File: src/rtl/present80_pkg.sv
// Shared widths, S-box table and key-schedule state encoding for PRESENT-80.
package present80_pkg;

  localparam int unsigned KEY_W      = 80;
  localparam int unsigned BLK_W      = 64;
  localparam int unsigned RK_LO      = 16;
  localparam int unsigned RND_W      = 6;
  localparam int unsigned CNT_W      = 5;
  localparam int unsigned NIB_W      = 4;
  localparam int unsigned ROUNDS_DEF = 31;

  // Nibble i of the table holds S(i): C,5,6,B,9,0,A,D,3,E,F,8,4,7,1,2.
  localparam logic [63:0] SBOX_LUT = 64'h2174_8FE3_DA09_B65C;

  typedef enum logic [1:0] {
    ST_IDLE = 2'd0,
    ST_RUN  = 2'd1,
    ST_DONE = 2'd2
  } ks_state_e;

  // PRESENT 4-bit S-box lookup.
  function automatic logic [NIB_W-1:0] present_sbox(input logic [NIB_W-1:0] x);
    return SBOX_LUT[{x, 2'b00} +: NIB_W];
  endfunction

endpackage

File: src/rtl/present_sbox4.sv
// 4-bit PRESENT S-box; combinational, reused by the round sBox layer.
module present_sbox4
  import present80_pkg::*;
(
  input  logic [NIB_W-1:0] din_i,
  output logic [NIB_W-1:0] dout_o
);

  assign dout_o = present_sbox(din_i);

endmodule

File: src/rtl/present80_keysched.sv
// PRESENT-80 round-key generator: holds the key register, advances it on next,
// and presents K1..K(ROUNDS+1) with round index and valid/last flags.
module present80_keysched
  import present80_pkg::*;
#(
  parameter int unsigned ROUNDS = ROUNDS_DEF
) (
  input  logic             clk,
  input  logic             rst,
  input  logic             load,
  input  logic [KEY_W-1:0] key_in,
  input  logic             next,
  output logic [BLK_W-1:0] rk,
  output logic [RND_W-1:0] rnd,
  output logic             rk_valid,
  output logic             last
);

  localparam logic [RND_W-1:0] RND_FIRST = RND_W'(1);
  localparam logic [RND_W-1:0] RND_PRE   = RND_W'(ROUNDS);

  ks_state_e        state_q;
  logic [KEY_W-1:0] key_q;
  logic [RND_W-1:0] rnd_q;
  logic             valid_q;
  logic             last_q;

  logic [KEY_W-1:0] key_rot;
  logic [KEY_W-1:0] key_d;
  logic [NIB_W-1:0] sbox_out;

  // Rotate left by 61: the old low 19 bits become the new top.
  assign key_rot = {key_q[18:0], key_q[KEY_W-1:19]};

  present_sbox4 u_sbox (
    .din_i  (key_rot[KEY_W-1 -: NIB_W]),
    .dout_o (sbox_out)
  );

  // Next key: S-box on the top nibble, round counter folded into bits 19..15.
  always_comb begin
    key_d                 = key_rot;
    key_d[KEY_W-1 -: NIB_W] = sbox_out;
    key_d[19:15]          = key_rot[19:15] ^ rnd_q[CNT_W-1:0];
  end

  // Sequencer: reset beats load, load beats next, next only acts in RUN.
  always_ff @(posedge clk) begin
    if (rst) begin
      state_q <= ST_IDLE;
      key_q   <= '0;
      rnd_q   <= '0;
      valid_q <= 1'b0;
      last_q  <= 1'b0;
    end else if (load) begin
      state_q <= ST_RUN;
      key_q   <= key_in;
      rnd_q   <= RND_FIRST;
      valid_q <= 1'b1;
      last_q  <= 1'b0;
    end else begin
      case (state_q)
        ST_RUN: begin
          if (next) begin
            key_q <= key_d;
            rnd_q <= rnd_q + RND_FIRST;
            if (rnd_q == RND_PRE) begin
              state_q <= ST_DONE;
              last_q  <= 1'b1;
            end
          end
        end
        ST_DONE: begin
          state_q <= ST_DONE;
        end
        default: begin
          state_q <= ST_IDLE;
        end
      endcase
    end
  end

  assign rk       = key_q[KEY_W-1:RK_LO];
  assign rnd      = rnd_q;
  assign rk_valid = valid_q;
  assign last     = last_q;

endmodule

File: config.mk
export PLATFORM = sky130hd
export DESIGN_NAME = present80_keysched
export DESIGN_NICKNAME = d
export VERILOG_FILES = /design/src/rtl/present80_pkg.sv /design/src/rtl/present_sbox4.sv /design/src/rtl/present80_keysched.sv
export SDC_FILE = /design/constraint.sdc
export NUM_CORES = 1
export LEC_CHECK = 0
export CAP_MARGIN = 20
export CORE_ASPECT_RATIO = 0.5
export CORE_UTILIZATION = 45
export CTS_CLUSTER_DIAMETER = 200
export CTS_CLUSTER_SIZE = 28
export DETAILED_ROUTE_END_ITERATION = 16
export PLACE_DENSITY = 0.76
export SKIP_LAST_GASP = 1
export SYNTH_ARGS = -nofsm -noshare
export SYNTH_HDL_FRONTEND = slang
export SYNTH_HIERARCHICAL = 1
export SYNTH_SLANG_ARGS = --single-unit
File: constraint.sdc
create_clock -name clk -period 1.8 [get_ports clk]
set_input_delay 0.36 -clock clk [delete_from_list [all_inputs] [get_ports clk]]
set_output_delay 0.36 -clock clk [all_outputs]
set_load 0.02 [all_outputs]
==> metrics.md, run 1 <==
| Metric | Value |
|---|---|
| DRT antenna net count | 0 |
| Pin count of the biggest net entering global routing | between 80 and 90 |
| Initial drt markers | 267 |
| Mapped cell area | 4590 um2 |
| FF+latch count, synth | 90 |
| Die width | 145 um |
| Clock slew at reported path FFs | 0.07 ns |
| Post-synth EDFFs | 0 |
| Bufs and invs on worst path | 1 |
| Crit path required time | 1.44 ns |
| Drt wl/cell | 15.7 um |
| Cell count of the worst reg-to-reg path | 6 |
| CP max FO | 3 |
| Core Area | 9670 um2 |
| Area grow syn2layout | 34.0% |
| Die area | 10600 um2 |
| Post-synth top flop | dfxtp_1 |
| Clock Tree Root | clkbuf_16 |
| Initial antenna violation count | 0 |
| CTS sink cnt | 90 |
| Clock latency on the worst-skew pair | 0.34 ns |
| Hold Crit Start | rst |
| Share of the yosys chip area belonging to registers | between 30% and 40% |
| End of the worst register-to-register path | key_q[6] |
| Setup crit start kind | register |
| Fin. Hold Viols | 0 |
| Layout cells sized above 1 | ~7% |
| Total GRT Usage | 24.4% |
| DR pass1 iterations | 4 |
| Commonest cells after routing, fill and taps aside | nand2_1 (159), clkdlybuf4s50_1 (145), dfxtp_1 (90), nor2_1 (82), a311oi_1 (75) |
| Synthesized area per cell | 7.84 um2 |
| Total wire length | 12600 um |
| Core Util, Final | 63.7% |
| Switch share | about 28% |
| Nets | about 760 |
| Outcome | finished, final reports clean |
| Final Critical Period | 1.77 ns |
| Asr flop ratio synth | 0% |
| Crit end category | primary output |
| CTS Buffer Depth | 2 |
| Num ports | 156 |
| Via-per-instance ratio | 5.33 |
| GR Overflow Total | 0 |
| Port-buffer cells | ~160 |
| TritonCTS clock tree | built |
| Flop pwr share | 44.3% |
| CP peak stage delay | between 0.6 and 0.7 ns |
| Number of warnings issued by yosys | 6 |
| Pre-CTS WS | -0.0714 ns |
| Hold Crit Depth | 4 |
| Min-delay worst type | in2reg |
| Clk network pwr share | around 36% |
| Max cap viols | 0 |
| Std-Cell Rows | 25 |
| Multi-input logic area | roughly 2000 um2 |
| Vert. Die Dim | between 70 and 80 um |
| Skew final | 0.00585 ns |
| RSZ-0062 raised after global routing | no |
| P_int | 3.64 mW |
| Max-slew headroom | roughly three quarters |
| Slowest CP cell | clkdlybuf4s50_1 |
| Commonest non-fill, non-tap cell in the layout | nand2_1 |
| Worst-margin pin slew | 0.381 ns |
| Critical path class | reg2out |
| Logic pwr share | 20.0% |
| Post-CTS setup buffers | 0 |
| Leak | 2.29 nW |
| Fillers | approximately 800 |
| Crit path cell chain | clkdlybuf4s50_1 |
| Worst Hold Slack | ~0.46 ns |
| Worst r2r src | state_q[1] |
| Vias in the first global route | 3929 |
| TNS Setup | 0 ns |
| Finish-stage setup viols | 0 |
| F_max | roughly 0.57 GHz |
| Synth Instances | 586 |
| Syn nets | 677 |
| Routability cong. | 0.803 |
| Peak supply drop | 0.000478 V |
| Global-route wire length before repair | 19700 um |
| Sw Pwr | 1.45 mW |
| DRC | 0 |
| Final worst setup slack | 0.0310 ns |
| HPWL Detailed | 8880 um |
| Total CTS buffers | 9 |
| Routed via count | 4282 |
| Hold-critical path endpoint | rnd[5] |
| Register area | 1800 um2 |
| Slew Limit Fails | 0 |
| Synth unique cells | 33 |
| WP data arrival | 1.41 ns |
| Diodes inserted | 0 |
| Top delay family on crit path | buffers and inverters |
| Pwr/cell area | 828 nW/um2 |
| Initial Util | 47.5% |
| H-tree levels | 3 |
| R2R Setup Slk | 0.19 ns |
| Period utilisation layout | 98.3% |
==> per-layer routing <==
layer  vias up  wire length [um]  GRT usage, %
met5         -                 0             0
met3        18               757          5.87
li1       2103                 -             -
met1      2026              5320          29.5
met2       135              6380          43.6
met4         0               190          6.90
==> worst max-delay path by stage <==
stage,end,depth (start not counted),slack (ns),startpoint
final,rk[10],1,0.03,key_q[26]
after global routing,rk[10],1,0.005,key_q[26]
after CTS,rk[0],2,0.006,key_q[16]
after detailed placement,key_q[12],5,-0.07,next
after global placement,key_q[69],5,-0.07,next
after floorplan,key_q[78],5,0.29,key_q[15]
==> kinds of logic after synthesis <==
group                      synth area share, %
AOI/OAI and AO/OA                         18.3
buffers and inverters                     16.0
and+or+nand+nor                           21.6
DFF                                       39.2
adders and majority gates                 1.91
xor gates and xnor gates                  1.53
muxes                                     1.44
==> power by group through the flow <==
stage	clock network [mW]	registers [mW]	logic, mW
6_report	1.82	2.26	1.02
3_3_place_gp	0	2.30	1.01
5_1_grt	1.93	2.27	1.10
3_5_place_dp	0	2.30	1.02
2_1_floorplan	0	2.26	0.650
4_1_cts	1.85	2.26	1.02
==> cell usage after synthesis (all sizes together), types with 2 or more instances <==
library cell / n / area share [%]
nand2: 160 / 13
nor2: 82 / 6.7
a211o: 5 / 0.95
xnor2: 7 / 1.3
o21a: 2 / 0.33
o21ai: 5 / 0.54
or3: 2 / 0.27
clkbuf: 33 / 2.7
mux4: 2 / 0.98
ha: 7 / 1.9
a311oi: 75 / 14
buf: 79 / 13
inv: 5 / 0.41
dfxtp: 90 / 39
nand3: 4 / 0.44
a21oi: 15 / 1.6
==> final cells by class <==
| cell class | instances | share of cell area [%] |
|---|---|---|
| flip-flops and latches | 90 | 29.3 |
| well taps | 135 | 2.74 |
| clock buffers | 10 | 3.88 |
| multi-input cells | 379 | 33.4 |
| clock inverters | 6 | 0.793 |
| inverters | 5 | 0.346 |
| repair buffers | 179 | 29.5 |
==> state kept, by name, indices dropped and copies added, names as in the netlist <==
| signal | count |
|---|---|
| rk_valid | 1 |
| last | 1 |
| rnd | 6 |
| key_q | 80 |
| state_q | 2 |
==> per-stage QoR <==
step	instance area, um2	power (mW)	cells
after floorplan	4590	2.91	586
after global placement	5860	3.30	788
after detailed placement	5860	3.32	788
after CTS	6140	5.12	804
after global routing	6150	5.31	804
final	6150	5.09	804
==> repair_timing <==
item,4_1_cts,5_1_grt
pin swaps,0,0
resized for setup,5,5
hold buffers,0,0
endpoints found under the setup margin,5,8
(Power assumes the default switching activity.)
==> run 2: changes to the inputs <==
--- a/config.mk
+++ b/config.mk
@@ -5,13 +5,14 @@
 export SDC_FILE = /design/constraint.sdc
 export NUM_CORES = 1
 export LEC_CHECK = 0
+export ABC_AREA = 1
 export CAP_MARGIN = 20
 export CORE_ASPECT_RATIO = 0.5
 export CORE_UTILIZATION = 45
 export CTS_CLUSTER_DIAMETER = 200
 export CTS_CLUSTER_SIZE = 28
 export DETAILED_ROUTE_END_ITERATION = 16
-export PLACE_DENSITY = 0.76
+export PLACE_DENSITY = 0.77
 export SKIP_LAST_GASP = 1
 export SYNTH_ARGS = -nofsm -noshare
 export SYNTH_HDL_FRONTEND = slang
==> run 2 against run 1 <==
  * Utilization decreased by 1.2 points
  * Combinational power decreased by 15%
  * Largest power group unchanged
  * Worst setup slack improved by 0.019 ns
  * Critical path depth unchanged
  * Power decreased by 4.2%
  * Clock power about the same
  * Final cell count increased by 3.1%
  * Clock-buffer cell count increased by 3
==> metrics.md, run 2 <==
| Metric | Value |
|---|---|
| Outcome | finished, final reports clean |
| Period utilisation layout | 97.2% (-1.0 points) |
| Synth unique cells | 26 (-21%) |
| Commonest non-fill, non-tap cell in the layout | nand2_1 |
| R2R Setup Slk | 0.25 ns (+0.06 ns) |
| Bufs and invs on worst path | 1 (unchanged) |
| Global-route wire length before repair | 19000 um (-3.5%) |
| Critical path class | reg2out |
| Max cap viols | 0 (unchanged) |
| Fin. Hold Viols | 0 (unchanged) |
| Crit path required time | 1.44 ns (about the same) |
| Largest area contributor in the netlist | dfxtp_1 |
| Crit end category | primary output |
| Port-buffer cells | 155 (unchanged) |
| H-tree levels | 3 (unchanged) |
| Setup crit start kind | register |
| Clock Tree Root | clkbuf_16 |
| Most common cell in the synthesized netlist | nand2_1 |
| DRC | 0 (unchanged) |
| Leading post-synthesis cells by cell area | dfxtp_1 (41%), nand2_1 (20%), buf_4 (12%), a31oi_1 (10%), nand3_1 (3.6%) |
| Hold-fix buffers at CTS | 0 (unchanged) |
| Pwr/cell area | 821 nW/um2 (-0.81%) |
| Clock slew at reported path FFs | 0.06 ns (about the same) |
| Share of the yosys chip area belonging to registers | 40.7% (+1.4 points) |
| Top cell type's share of synthesized area | 40.7% (+1.4 points) |
| F_max | 0.571 GHz (+1.1%) |
| Biggest register | key_q |
| Pin count of the biggest net entering global routing | 65 (-24%) |
| HPWL Detailed | 8250 um (-7.1%) |
| Vert. Die Dim | 72.2 um (-1.7%) |
| Clock latency on the worst-skew pair | 0.34 ns (about the same) |
| Mapped cell area | 4430 um2 (-3.5%) |
| Slowest CP cell | clkdlybuf4s50_1 |
| Max reg flops | 80 (unchanged) |
| Syn nets | 699 (+3.2%) |
| Post-synth EDFFs | 0 (unchanged) |
| RSZ-0062 raised after global routing | no |
| CP peak stage delay | 0.65 ns (about the same) |
| Total wire length | 11700 um (-7.1%) |
| Initial Util | 46.6% (-0.93 points) |
| Diodes inserted | 0 (unchanged) |
| Total CTS buffers | 9 (unchanged) |
| DRT antenna net count | 0 (unchanged) |
| Die area | 10300 um2 (-3.5%) |
| Drt wl/cell | 14.2 um (-9.9%) |
| Synthesized area per cell | 7.28 um2 (-7.0%) |
| Die width | 142 um (-1.8%) |
| Crit path cell chain | clkdlybuf4s50_1 |
| Core Area | 9510 um2 (-1.6%) |
| Routed via count | 4199 (-1.9%) |
| Skew final | 0.00444 ns (-0.00141 ns) |
| Post-CTS setup buffers | 0 (unchanged) |
| Leak | 2.30 nW (+0.51%) |
| Critical path depth in cells | 1 (unchanged) |
| Top delay family on crit path | buffers and inverters |
| End of the worst register-to-register path | key_q[78] |
| Initial antenna violation count | 0 (unchanged) |
| Peak supply drop | 0.000535 V (+12%) |
| Slew Limit Fails | 0 (unchanged) |
| CTS Buffer Depth | 2 (unchanged) |
| Worst r2r src | key_q[15] |
| Synth Instances | 608 (+3.8%) |
| Min-delay worst type | in2reg |
| GR Overflow Total | 0 (unchanged) |
| Total GRT Usage | 23.4% (-1.0 points) |
| Number of warnings issued by yosys | 6 (unchanged) |
| Std-Cell Rows | 25 (unchanged) |
| Total Power | 4.88 mW (-4.2%) |
| Post-synth top flop | dfxtp_1 |
| Core Util, Final | 62.5% (-1.2 points) |
| Asr flop ratio synth | 0% (unchanged) |
| Max-slew headroom | 73.8% (-0.85 points) |
| Area grow syn2layout | 34.2% (about the same) |
| TNS Setup | 0 ns (unchanged) |
| Commonest cells after routing, fill and taps aside | nand2_1 (236), clkdlybuf4s50_1 (147), dfxtp_1 (90), a31oi_1 (71), nand3_1 (32) |
| FF+latch count, synth | 90 (unchanged) |
| Vias in the first global route | 3915 (-0.36%) |
| Hold-critical path endpoint | key_q[18] |
| Post-synth top cells | nand2_1 (236), dfxtp_1 (90), a31oi_1 (71), buf_4 (71), nand3_1 (32) |
| Hold Crit Depth | 3 (-1) |
| Cell count of the worst reg-to-reg path | 10 (+4) |
| CTS sink cnt | 90 (unchanged) |
| WP data arrival | 1.39 ns (-0.02 ns) |
| Nets | 780 (+3.3%) |
| Num ports | 156 (unchanged) |
| Layout cells sized above 1 | 5.76% (-1.4 points) |
| DR pass1 iterations | 5 (+1) |
| Initial drt markers | 319 (+19%) |
| Worst-margin pin slew | 0.392 ns (+0.0114 ns) |
| Routability cong. | 0.836 (+4.1%) |
| Hold Crit Start | load |
| Final Critical Period | 1.75 ns (-0.0189 ns) |
| TritonCTS clock tree | built |
| CP max FO | 3 (unchanged) |
| Via-per-instance ratio | 5.07 (-4.9%) |
| Finish-stage setup viols | 0 (unchanged) |
## run 2: timing repair
| action | in CTS | in global routing |
|---|---|---|
| endpoints found under the hold margin | 0 | 0 |
| endpoints found under the setup margin | 2 | 4 |
| resized for setup | 2 | 4 |
## run 2: layout make-up
class | instances | area, um2
clock buffers | 13 | 270
clock inverters | 3 | 22.5
fillers | 847 | 3570
inverters | 18 | 67.6
multi-input cells | 399 | 1880
flip-flops and latches | 90 | 1800
well taps | 135 | 169
repair buffers | 171 | 1730
## run 2: kinds of logic (layout without fill, tap and decap cells)
family	count (synthesis)	after routing	synth area share [%]
simple gates	290	290	26.0
buf+inv	119	205	16.9
compound gates	97	97	13.4
flops	90	90	40.7
fa+ha+maj	7	7	1.98
xor+xnor	5	5	0.989
## run 2: where the power goes
| group | switching [mW] | internal, mW |
|---|---|---|
| Clock | 0.764 | 1.05 |
| Combinational | 0.424 | 0.441 |
| Sequential | 0.0943 | 2.11 |
| Total | 1.28 | 3.60 |
## run 2: worst max path at each step
stage	from	endpoint	slack [ns]
2_1_floorplan	state_q[1]	key_q[34]	0.43
3_3_place_gp	next	key_q[2]	0.08
3_5_place_dp	next	key_q[2]	0.06
4_1_cts	key_q[18]	rk[2]	0.009
5_1_grt	key_q[19]	rk[3]	0.02
6_report	key_q[40]	rk[24]	0.05
## run 2: metrics by stage
stage	hold slack, ns	cells	instance area [um2]	setup WS [ns]
after floorplan	0.454	608	4430	0.432
after global placement	0.448	813	5640	0.0754
after detailed placement	0.456	813	5640	0.0579
after CTS	0.414	829	5930	0.00926
after global routing	0.452	829	5940	0.0154
final	0.427	829	5940	0.0499
## run 2: layer usage
layer	track usage, %	part of all wire, %
met1	30.0	45
met2	41.0	49
met3	4.49	4.6
met4	6.09	1.1
met5	0	0
## run 2: worst register-to-register path: cells and delay by family, from the launching register on
kind,cells,cell delay (ns)
flip-flops,1,0.43
adder cells (fa/ha/maj),1,0.34
AND/OR/NAND/NOR,7,0.46
AO/OA/AOI/OAI,1,0.08
buffers and inverters,1,0.12
